**src/rtl/trace_pkg.sv**
```systemverilog
// Shared types, widths and helpers for the lane-trace replay block.
package trace_pkg;

  localparam int TIME_W     = 64;
  localparam int TYPE_W     = 6;
  localparam int REC_DATA_W = 544;
  localparam int ERR_W      = 3;

  localparam int ERR_TYPE = 0;
  localparam int ERR_TIME = 1;
  localparam int ERR_REGR = 2;

  typedef enum logic [TYPE_W-1:0] {
    REC_RDAT  = 6'd0,
    REC_RDATK = 6'd1,
    REC_RDATV = 6'd2,
    REC_TDAT  = 6'd3,
    REC_TDATK = 6'd4,
    REC_TDATV = 6'd5
  } rec_type_e;

  typedef enum logic [1:0] {
    ST_COLLECT,
    ST_GAP,
    ST_EMIT
  } rpl_state_e;

  // WIDTH carries bytes-per-lane in bits [23:16]
  function automatic int dat_w(input int lans, input int width);
    return lans * (width >> 16) * 8;
  endfunction

  function automatic int k_w(input int lans, input int width);
    return lans * (width >> 16);
  endfunction

endpackage

```
**src/rtl/trace_replay_if.sv**
```systemverilog
// Record stream from the trace FIFO: valid/ready plus time, type and payload.
interface trace_replay_if;
  import trace_pkg::*;

  logic                  rec_valid;
  logic                  rec_ready;
  logic [TIME_W-1:0]     rec_time;
  logic [TYPE_W-1:0]     rec_type;
  logic [REC_DATA_W-1:0] rec_data;

  modport master (output rec_valid, rec_time, rec_type, rec_data, input rec_ready);
  modport slave  (input rec_valid, rec_time, rec_type, rec_data, output rec_ready);

endinterface

```
**src/rtl/trace_frame_asm.sv**
```systemverilog
// Assembles six typed records with a common timestamp into one frame; flags order/time errors.
module trace_frame_asm
  import trace_pkg::*;
#(
  parameter int LANS  = 4,
  parameter int WIDTH = 'h044444
) (
  input  logic                         clk,
  input  logic                         rst_n,
  input  logic                         rec_fire,
  input  logic [TIME_W-1:0]            rec_time,
  input  logic [TYPE_W-1:0]            rec_type,
  input  logic [REC_DATA_W-1:0]        rec_data,
  output logic [dat_w(LANS,WIDTH)-1:0] slot_rdat,
  output logic [k_w(LANS,WIDTH)-1:0]   slot_rdatk,
  output logic [LANS-1:0]              slot_rdatv,
  output logic [dat_w(LANS,WIDTH)-1:0] slot_tdat,
  output logic [k_w(LANS,WIDTH)-1:0]   slot_tdatk,
  output logic [LANS-1:0]              slot_tdatv,
  output logic [TIME_W-1:0]            ftime,
  output logic                         frame_done,
  output logic                         last_ok,
  output logic                         err_type_set,
  output logic                         err_time_set
);

  localparam int DW = dat_w(LANS, WIDTH);
  localparam int KW = k_w(LANS, WIDTH);

  logic [2:0] exp_q;
  logic       is_first;
  logic       type_ok;
  logic       time_ok;
  logic       store_k;
  logic       unused_data;

  assign unused_data  = ^rec_data[REC_DATA_W-1:DW];
  assign is_first     = (rec_type == REC_RDAT);
  assign type_ok      = (rec_type == TYPE_W'(exp_q));
  assign time_ok      = (rec_time == ftime);
  assign err_type_set = rec_fire && !type_ok;
  assign err_time_set = rec_fire && type_ok && (exp_q != 3'd0) && !time_ok;
  assign store_k      = rec_fire && type_ok && (exp_q != 3'd0) && time_ok;
  assign last_ok      = store_k && (exp_q == 3'd5);

  always_ff @(posedge clk) begin
    if (!rst_n) begin
      exp_q      <= 3'd0;
      ftime      <= '0;
      frame_done <= 1'b0;
      slot_rdat  <= '0;
      slot_rdatk <= '0;
      slot_rdatv <= '0;
      slot_tdat  <= '0;
      slot_tdatk <= '0;
      slot_tdatv <= '0;
    end else begin
      frame_done <= last_ok;
      // a type-0 record always opens a fresh frame, even after an ordering error
      if (rec_fire && is_first) begin
        ftime     <= rec_time;
        slot_rdat <= rec_data[DW-1:0];
        exp_q     <= 3'd1;
      end else if (store_k) begin
        case (rec_type)
          REC_RDATK: slot_rdatk <= rec_data[KW-1:0];
          REC_RDATV: slot_rdatv <= rec_data[LANS-1:0];
          REC_TDAT:  slot_tdat  <= rec_data[DW-1:0];
          REC_TDATK: slot_tdatk <= rec_data[KW-1:0];
          REC_TDATV: slot_tdatv <= rec_data[LANS-1:0];
          default:   ;
        endcase
        exp_q <= (exp_q == 3'd5) ? 3'd0 : exp_q + 3'd1;
      end else if (rec_fire) begin
        exp_q <= 3'd0;
      end
    end
  end

endmodule

```
**src/rtl/trace_replay.sv**
```systemverilog
// Replays assembled trace frames cycle by cycle, filling or skipping timestamp gaps.
// Build option TRACE_REPLAY_HOLD_EN: gap cycles hold the last emitted lane values instead of 0.
module trace_replay
  import trace_pkg::*;
#(
  parameter int LANS      = 4,
  parameter int WIDTH     = 'h044444,
  parameter int GAP_LIMIT = 1024
) (
  input  logic                         clk,
  input  logic                         rst_n,
  trace_replay_if.slave                rec,
  output logic                         rpl_valid,
  output logic [TIME_W-1:0]            rpl_time,
  output logic [dat_w(LANS,WIDTH)-1:0] rdat,
  output logic [k_w(LANS,WIDTH)-1:0]   rdatk,
  output logic [LANS-1:0]              rdatv,
  output logic [dat_w(LANS,WIDTH)-1:0] tdat,
  output logic [k_w(LANS,WIDTH)-1:0]   tdatk,
  output logic [LANS-1:0]              tdatv,
  output logic [ERR_W-1:0]             err,
  output logic [31:0]                  frame_cnt
);

  localparam int DW = dat_w(LANS, WIDTH);
  localparam int KW = k_w(LANS, WIDTH);

  rpl_state_e        state;
  logic [TIME_W-1:0] cnt;
  logic [TIME_W-1:0] diff;
  logic              rec_ready_q;
  logic              rec_fire;
  logic              do_emit;
  logic              do_gap;
  logic              regress;

  logic [DW-1:0]     slot_rdat, slot_tdat;
  logic [KW-1:0]     slot_rdatk, slot_tdatk;
  logic [LANS-1:0]   slot_rdatv, slot_tdatv;
  logic [TIME_W-1:0] ftime;
  logic              frame_done, last_ok, err_type_set, err_time_set;

  assign rec.rec_ready = rec_ready_q;
  assign rec_fire      = rec.rec_valid && rec_ready_q;

  trace_frame_asm #(.LANS(LANS), .WIDTH(WIDTH)) u_asm (
    .clk          (clk),
    .rst_n        (rst_n),
    .rec_fire     (rec_fire),
    .rec_time     (rec.rec_time),
    .rec_type     (rec.rec_type),
    .rec_data     (rec.rec_data),
    .slot_rdat    (slot_rdat),
    .slot_rdatk   (slot_rdatk),
    .slot_rdatv   (slot_rdatv),
    .slot_tdat    (slot_tdat),
    .slot_tdatk   (slot_tdatk),
    .slot_tdatv   (slot_tdatv),
    .ftime        (ftime),
    .frame_done   (frame_done),
    .last_ok      (last_ok),
    .err_type_set (err_type_set),
    .err_time_set (err_time_set)
  );

  // frame evaluation happens in the COLLECT cycle after the type-5 record lands
  always_comb begin
    diff    = ftime - cnt;
    do_emit = 1'b0;
    do_gap  = 1'b0;
    regress = 1'b0;
    case (state)
      ST_COLLECT: begin
        if (frame_done) begin
          if (ftime < cnt)                                    regress = 1'b1;
          else if (diff == '0 || diff > TIME_W'(GAP_LIMIT))   do_emit = 1'b1;
          else                                                do_gap  = 1'b1;
        end
      end
      ST_GAP: begin
        if (cnt == ftime) do_emit = 1'b1;
        else              do_gap  = 1'b1;
      end
      default: ;
    endcase
  end

  always_ff @(posedge clk) begin
    if (!rst_n) begin
      state       <= ST_COLLECT;
      cnt         <= '0;
      rec_ready_q <= 1'b0;
      rpl_valid   <= 1'b0;
      rpl_time    <= '0;
      rdat        <= '0;
      rdatk       <= '0;
      rdatv       <= '0;
      tdat        <= '0;
      tdatk       <= '0;
      tdatv       <= '0;
      err         <= '0;
      frame_cnt   <= '0;
    end else begin
      rpl_valid      <= 1'b0;
      err[ERR_TYPE]  <= err[ERR_TYPE] | err_type_set;
      err[ERR_TIME]  <= err[ERR_TIME] | err_time_set;
      err[ERR_REGR]  <= err[ERR_REGR] | regress;
      if (do_emit) begin
        state       <= ST_EMIT;
        rec_ready_q <= 1'b0;
        rpl_valid   <= 1'b1;
        rpl_time    <= ftime;
        rdat        <= slot_rdat;
        rdatk       <= slot_rdatk;
        rdatv       <= slot_rdatv;
        tdat        <= slot_tdat;
        tdatk       <= slot_tdatk;
        tdatv       <= slot_tdatv;
        cnt         <= ftime + TIME_W'(1);
        if (frame_cnt != '1) frame_cnt <= frame_cnt + 32'd1;
      end else if (do_gap) begin
        state       <= ST_GAP;
        rec_ready_q <= 1'b0;
        rpl_valid   <= 1'b1;
        rpl_time    <= cnt;
        cnt         <= cnt + TIME_W'(1);
`ifndef TRACE_REPLAY_HOLD_EN
        rdat        <= '0;
        rdatk       <= '0;
        rdatv       <= '0;
        tdat        <= '0;
        tdatk       <= '0;
        tdatv       <= '0;
`endif
      end else if (state == ST_EMIT) begin
        state       <= ST_COLLECT;
        rec_ready_q <= 1'b1;
      end else begin
        rec_ready_q <= !last_ok;
      end
    end
  end

endmodule

```
**src/flat_wrapper.sv**
```systemverilog
// flat-port wrapper written by rule: the top's interface ports become plain ports
module trace_replay_flat import trace_pkg::*;
#(
  parameter int LANS      = 4,
  parameter int WIDTH     = 'h044444,
  parameter int GAP_LIMIT = 1024
)
  (clk, rst_n, rpl_valid, rpl_time, rdat, rdatk, rdatv, tdat, tdatk, tdatv, err, frame_cnt, rec_rec_valid, rec_rec_time, rec_rec_type, rec_rec_data, rec_rec_ready);
  trace_replay_if rec_i ();
  input  logic clk;
  input  logic rst_n;
  output logic rpl_valid;
  output logic [TIME_W-1:0] rpl_time;
  output logic [dat_w(LANS,WIDTH)-1:0] rdat;
  output logic [k_w(LANS,WIDTH)-1:0] rdatk;
  output logic [LANS-1:0] rdatv;
  output logic [dat_w(LANS,WIDTH)-1:0] tdat;
  output logic [k_w(LANS,WIDTH)-1:0] tdatk;
  output logic [LANS-1:0] tdatv;
  output logic [ERR_W-1:0] err;
  output logic [31:0] frame_cnt;
  input wire logic [$bits(rec_i.rec_valid)-1:0] rec_rec_valid;
  input wire logic [$bits(rec_i.rec_time)-1:0] rec_rec_time;
  input wire logic [$bits(rec_i.rec_type)-1:0] rec_rec_type;
  input wire logic [$bits(rec_i.rec_data)-1:0] rec_rec_data;
  output wire logic [$bits(rec_i.rec_ready)-1:0] rec_rec_ready;
  assign rec_i.rec_valid = rec_rec_valid;
  assign rec_i.rec_time = rec_rec_time;
  assign rec_i.rec_type = rec_rec_type;
  assign rec_i.rec_data = rec_rec_data;
  assign rec_rec_ready = rec_i.rec_ready;
  trace_replay #(.LANS(LANS), .WIDTH(WIDTH), .GAP_LIMIT(GAP_LIMIT)) u_core (.clk(clk), .rst_n(rst_n), .rec(rec_i), .rpl_valid(rpl_valid), .rpl_time(rpl_time), .rdat(rdat), .rdatk(rdatk), .rdatv(rdatv), .tdat(tdat), .tdatk(tdatk), .tdatv(tdatv), .err(err), .frame_cnt(frame_cnt));
endmodule
```
**config.mk**
```make
export PLATFORM = sky130hd
export DESIGN_NAME = trace_replay_flat
export DESIGN_NICKNAME = d
export VERILOG_FILES = /design/src/rtl/trace_pkg.sv /design/src/rtl/trace_replay_if.sv /design/src/rtl/trace_frame_asm.sv /design/src/rtl/trace_replay.sv /design/src/flat_wrapper.sv
export SDC_FILE = /design/constraint.sdc
export NUM_CORES = 2
export LEC_CHECK = 0
export ABC_CLOCK_PERIOD_IN_PS = 10200
export CORE_AREA = 4 4 390 392
export DETAILED_ROUTE_END_ITERATION = 7
export DIE_AREA = 0 0 394 396
export HOLD_SLACK_MARGIN = 0.1
export SLEW_MARGIN = 20
export SYNTH_ARGS = -nofsm -noshare
export SYNTH_HDL_FRONTEND = slang
export SYNTH_SLANG_ARGS = --single-unit
```
**constraint.sdc**
```tcl
create_clock -name clk -period 10.2 [get_ports clk]
set_clock_uncertainty 0.15 [all_clocks]
set_input_delay 2.04 -clock clk [delete_from_list [all_inputs] [get_ports clk]]
set_output_delay 2.04 -clock clk [all_outputs]
set_load 0.01 [all_outputs]
```
==> impl_metrics.csv <==
group,metric,value,unit
outcome,status,"finished, final reports clean",
placement,dp_hpwl,111000,um
run,max_cap_violations,0,
setup_path,required,10.55,ns
pwr,total_leakage_power,16.8,nW
synthesis,ys.flop_type,"dfxtp_1",
global_routing,overflow,0,
placement,dpl-instance-area,45300,sq um
synthesis,synth_async_sr_flop_share,0,
cts,clkTransAtPathRegs,0.06,ns
setup_path,critPathMaxStageDelay,0.58,ns
sta,fin_tns_setup,0,ns
synthesis,ys_top_cells_by_count,"nand2_1 (911), dfxtp_1 (827), nor2_1 (590), a21oi_1 (537), clkbuf_1 (323)",
detailed_routing,via_count,36400,
setup_path,critical_path_class,"register to register",
global_routing,grt_max_degree,217,
die,die_w,394,um
final_layout,drive_gt1_frac,0.0545,
placement,globalplace.congestion,0.925,
pwr,power.density,147,nW/um^2
sta,fmax,108,MHz
cts,htreeDepth,3,
die,die-area,156000,sq um
setup_path,start_kind,"register",
pwr,switchingPower,1.73,mW
global_routing,grt_pass1_vias,34900,
pwr,comb_power_share,0.054,
detailed_routing,wirelength,156000,um
cts,cts_made_buffers,94,
cts,cts_buffer_depth,3,
setup_path,end_kind,"register",
detailed_routing,vias_per_cell,5.05,
sta,worst_pin_slew,1.13,ns
final_layout,nFillCells,15600,
die,die_y,396,um
setup_path,crit_path_max_fanout,8,
synthesis,yosysTopAreaCell,"dfxtp_1",
detailed_routing,drtIter0Drc,2781,
sta,hold_violations,0,
cts,clk-insertion-delay-late,0.72,ns
sta,worst_slew_margin_rel,0.248,
pwr,seq_power_share,0.454,
die,core_area,149000,sq um
synthesis,yosysMostFrequentCell,"nand2_1",
cts,cts_resized,0,
synthesis,yosys.area.top_type_share,0.438,
synthesis,syn_area,37800,sq um
cts,post_cts_buffers,0,
final_layout,syn_to_final_growth,28.5,%
synthesis,yosysUniqueCellTypes,89,
synthesis,syn_nets,5475,
detailed_routing,drtAntennaViolNets,0,
detailed_routing,post_drt_wl_per_cell,21.6,um
sta,grt_setup_unrepaired,"no",
global_routing,antenna_found_initial,15,
synthesis,ys_ff_latch,827,
final_layout,final_nets,5858,
cts,cts.sinks,827,
synthesis,synth_cells,4792,
synthesis,yosys_warnings,0,
global_routing,grt_pass1_wl,229000,um
setup_path,crit_slowest_cell,"o21ai_0",
placement,io_buffers,597,
setup_path,cpMostUsedCell,"nand3_1",
sta,finalCritPeriodShare,0.905,
pwr,netSwitchingFraction,0.243,
detailed_routing,dr.pass1.iters,6,
sta,drv_slew,0,
cts,ctsHoldBuffers,0,
cts,cts_root_buf,"clkbuf_16",
die,ios,1014,
synthesis,synth-edff-count,0,
sta,period_minus_slack,9.23,ns
die,start_util,0.254,
synthesis,yosysSeqAreaShare,0.438,
pwr,intPower,5.40,mW
pwr,clkPwrFrac,0.492,
pwr,ir_drop,0.155,mV
synthesis,ys_top_cells_by_area,"dfxtp_1 (44%), nand2_1 (9.0%), a21oi_1 (7.1%)",
sta,setup_viol,0,
synthesis,synth_area_per_cell,7.89,sq um
worst_hold_path,hp-class,"register to register",
detailed_routing,route.detailed.drc,0,
final_layout,stdcell_area,48600,sq um
cts,cts_tree,"yes",
global_routing,grt_util_all_layers,0.190,
die,rows,142,
setup_path,cp.arrival,9.58,ns
## final timing paths
path                         startpoint                    endpoint  slack, ns  depth (start not counted)
min          u_core.u_asm.slot_rdat[93]  u_core.u_asm.slot_rdat[93]       0.30                          2
min reg2reg  u_core.u_asm.slot_rdat[93]  u_core.u_asm.slot_rdat[93]       0.30                          2
max                      u_core.cnt[18]              u_core.cnt[60]       0.97                         30
max reg2reg              u_core.cnt[18]              u_core.cnt[60]       0.97                         30
## critical path, delay by kind of cell, from the launching register on
kind            cells  cell delay, ns
simple gates       16            4.22
compound gates      8            2.65
fa+ha+maj           2            0.80
flops               1            0.50
buf+inv             2            0.30
mux                 1            0.21
xor+xnor            1            0.16
## placed cells by master, fill, tap and decap left out, types with 31 or more instances in the layout
cell	instances
nand2_1	910
dfxtp_1	827
clkdlybuf4s50_1	596
nor2_1	588
a21oi_1	537
a22oi_1	300
xnor2_1	147
o21ai_0	114
nand4_1	96
mux2i_1	95
clkbuf_16	94
inv_1	84
nand3_1	79
nor3_1	72
ha_1	66
buf_4	56
xor2_1	48
nor4_1	32
mux2_2	31
## state kept, by name (all words and copies together) (netlist names), 3 cells and up
name	flops
u_core.u_asm.slot_tdatv	4
u_core.rdatv	4
u_core.u_asm.slot_rdatk	16
u_core.rpl_time	64
u_core.u_asm.slot_tdat	128
u_core.u_asm.ftime	64
u_core.rdat	128
u_core.tdat	128
u_core.err	3
u_core.tdatk	16
u_core.u_asm.exp_q	3
u_core.u_asm.slot_rdat	128
u_core.rdatk	16
u_core.u_asm.slot_tdatk	16
u_core.cnt	64
u_core.frame_cnt	32
u_core.tdatv	4
u_core.u_asm.slot_rdatv	4
## power groups by stage
stage | sequential [mW] | combinational (mW) | clock [mW]
final | 3.24 | 0.387 | 3.51
after floorplan | 3.31 | 0.184 | 0
after global placement | 3.31 | 0.389 | 0
after global routing | 3.24 | 0.408 | 3.73
after detailed placement | 3.31 | 0.386 | 0
after CTS | 3.24 | 0.388 | 3.60
## metal layers
| metal | share of wire | global-route usage |
|---|---|---|
| met5 | 0.00075 | 0 |
| met3 | 0.092 | 0.0657 |
| met2 | 0.44 | 0.298 |
| met4 | 0.034 | 0.0655 |
| met1 | 0.43 | 0.242 |
## through the flow
stage | hold WS [ns] | std cells | worst slack (ns) | power (mW) | utilization
floorplan | 0.287 | 4792 | 2.43 | 3.49 | -
global route | 0.319 | 7195 | 0.357 | 7.38 | 0.326
global placement | 0.292 | 7023 | 1.21 | 3.70 | 0.304
detailed placement | 0.297 | 7023 | 1.26 | 3.70 | 0.304
CTS | 0.305 | 7195 | 1.12 | 7.23 | 0.326
finish | 0.305 | 7204 | 0.965 | 7.13 | 0.326
## logic make-up (layout without fill, tap and decap cells)
family          count (synthesis)  in the layout  share of synthesized area
xor+xnor                      195            195                     0.0452
flops                         827            827                      0.438
simple gates                 1937           1937                      0.220
mux                           127            127                     0.0350
fa+ha+maj                      66             66                     0.0218
buf+inv                       457            916                     0.0472
other cells                     0              9                          0
compound gates               1183           1183                      0.193
## cell type report
| class | instances | area [sq um] | area share |
|---|---|---|---|
| multi-input combinational | 3508 | 19500 | 0.402 |
| clock inverter | 38 | 498 | 0.0102 |
| sequential | 827 | 16600 | 0.341 |
| timing repair buffer | 659 | 6510 | 0.134 |
| inverter | 85 | 327 | 0.00672 |
| tap | 1944 | 2430 | 0.0501 |
| clock buffer | 134 | 2730 | 0.0562 |
| antenna | 9 | 22.5 | 0.000464 |
Power figures use the tool's default switching activity.
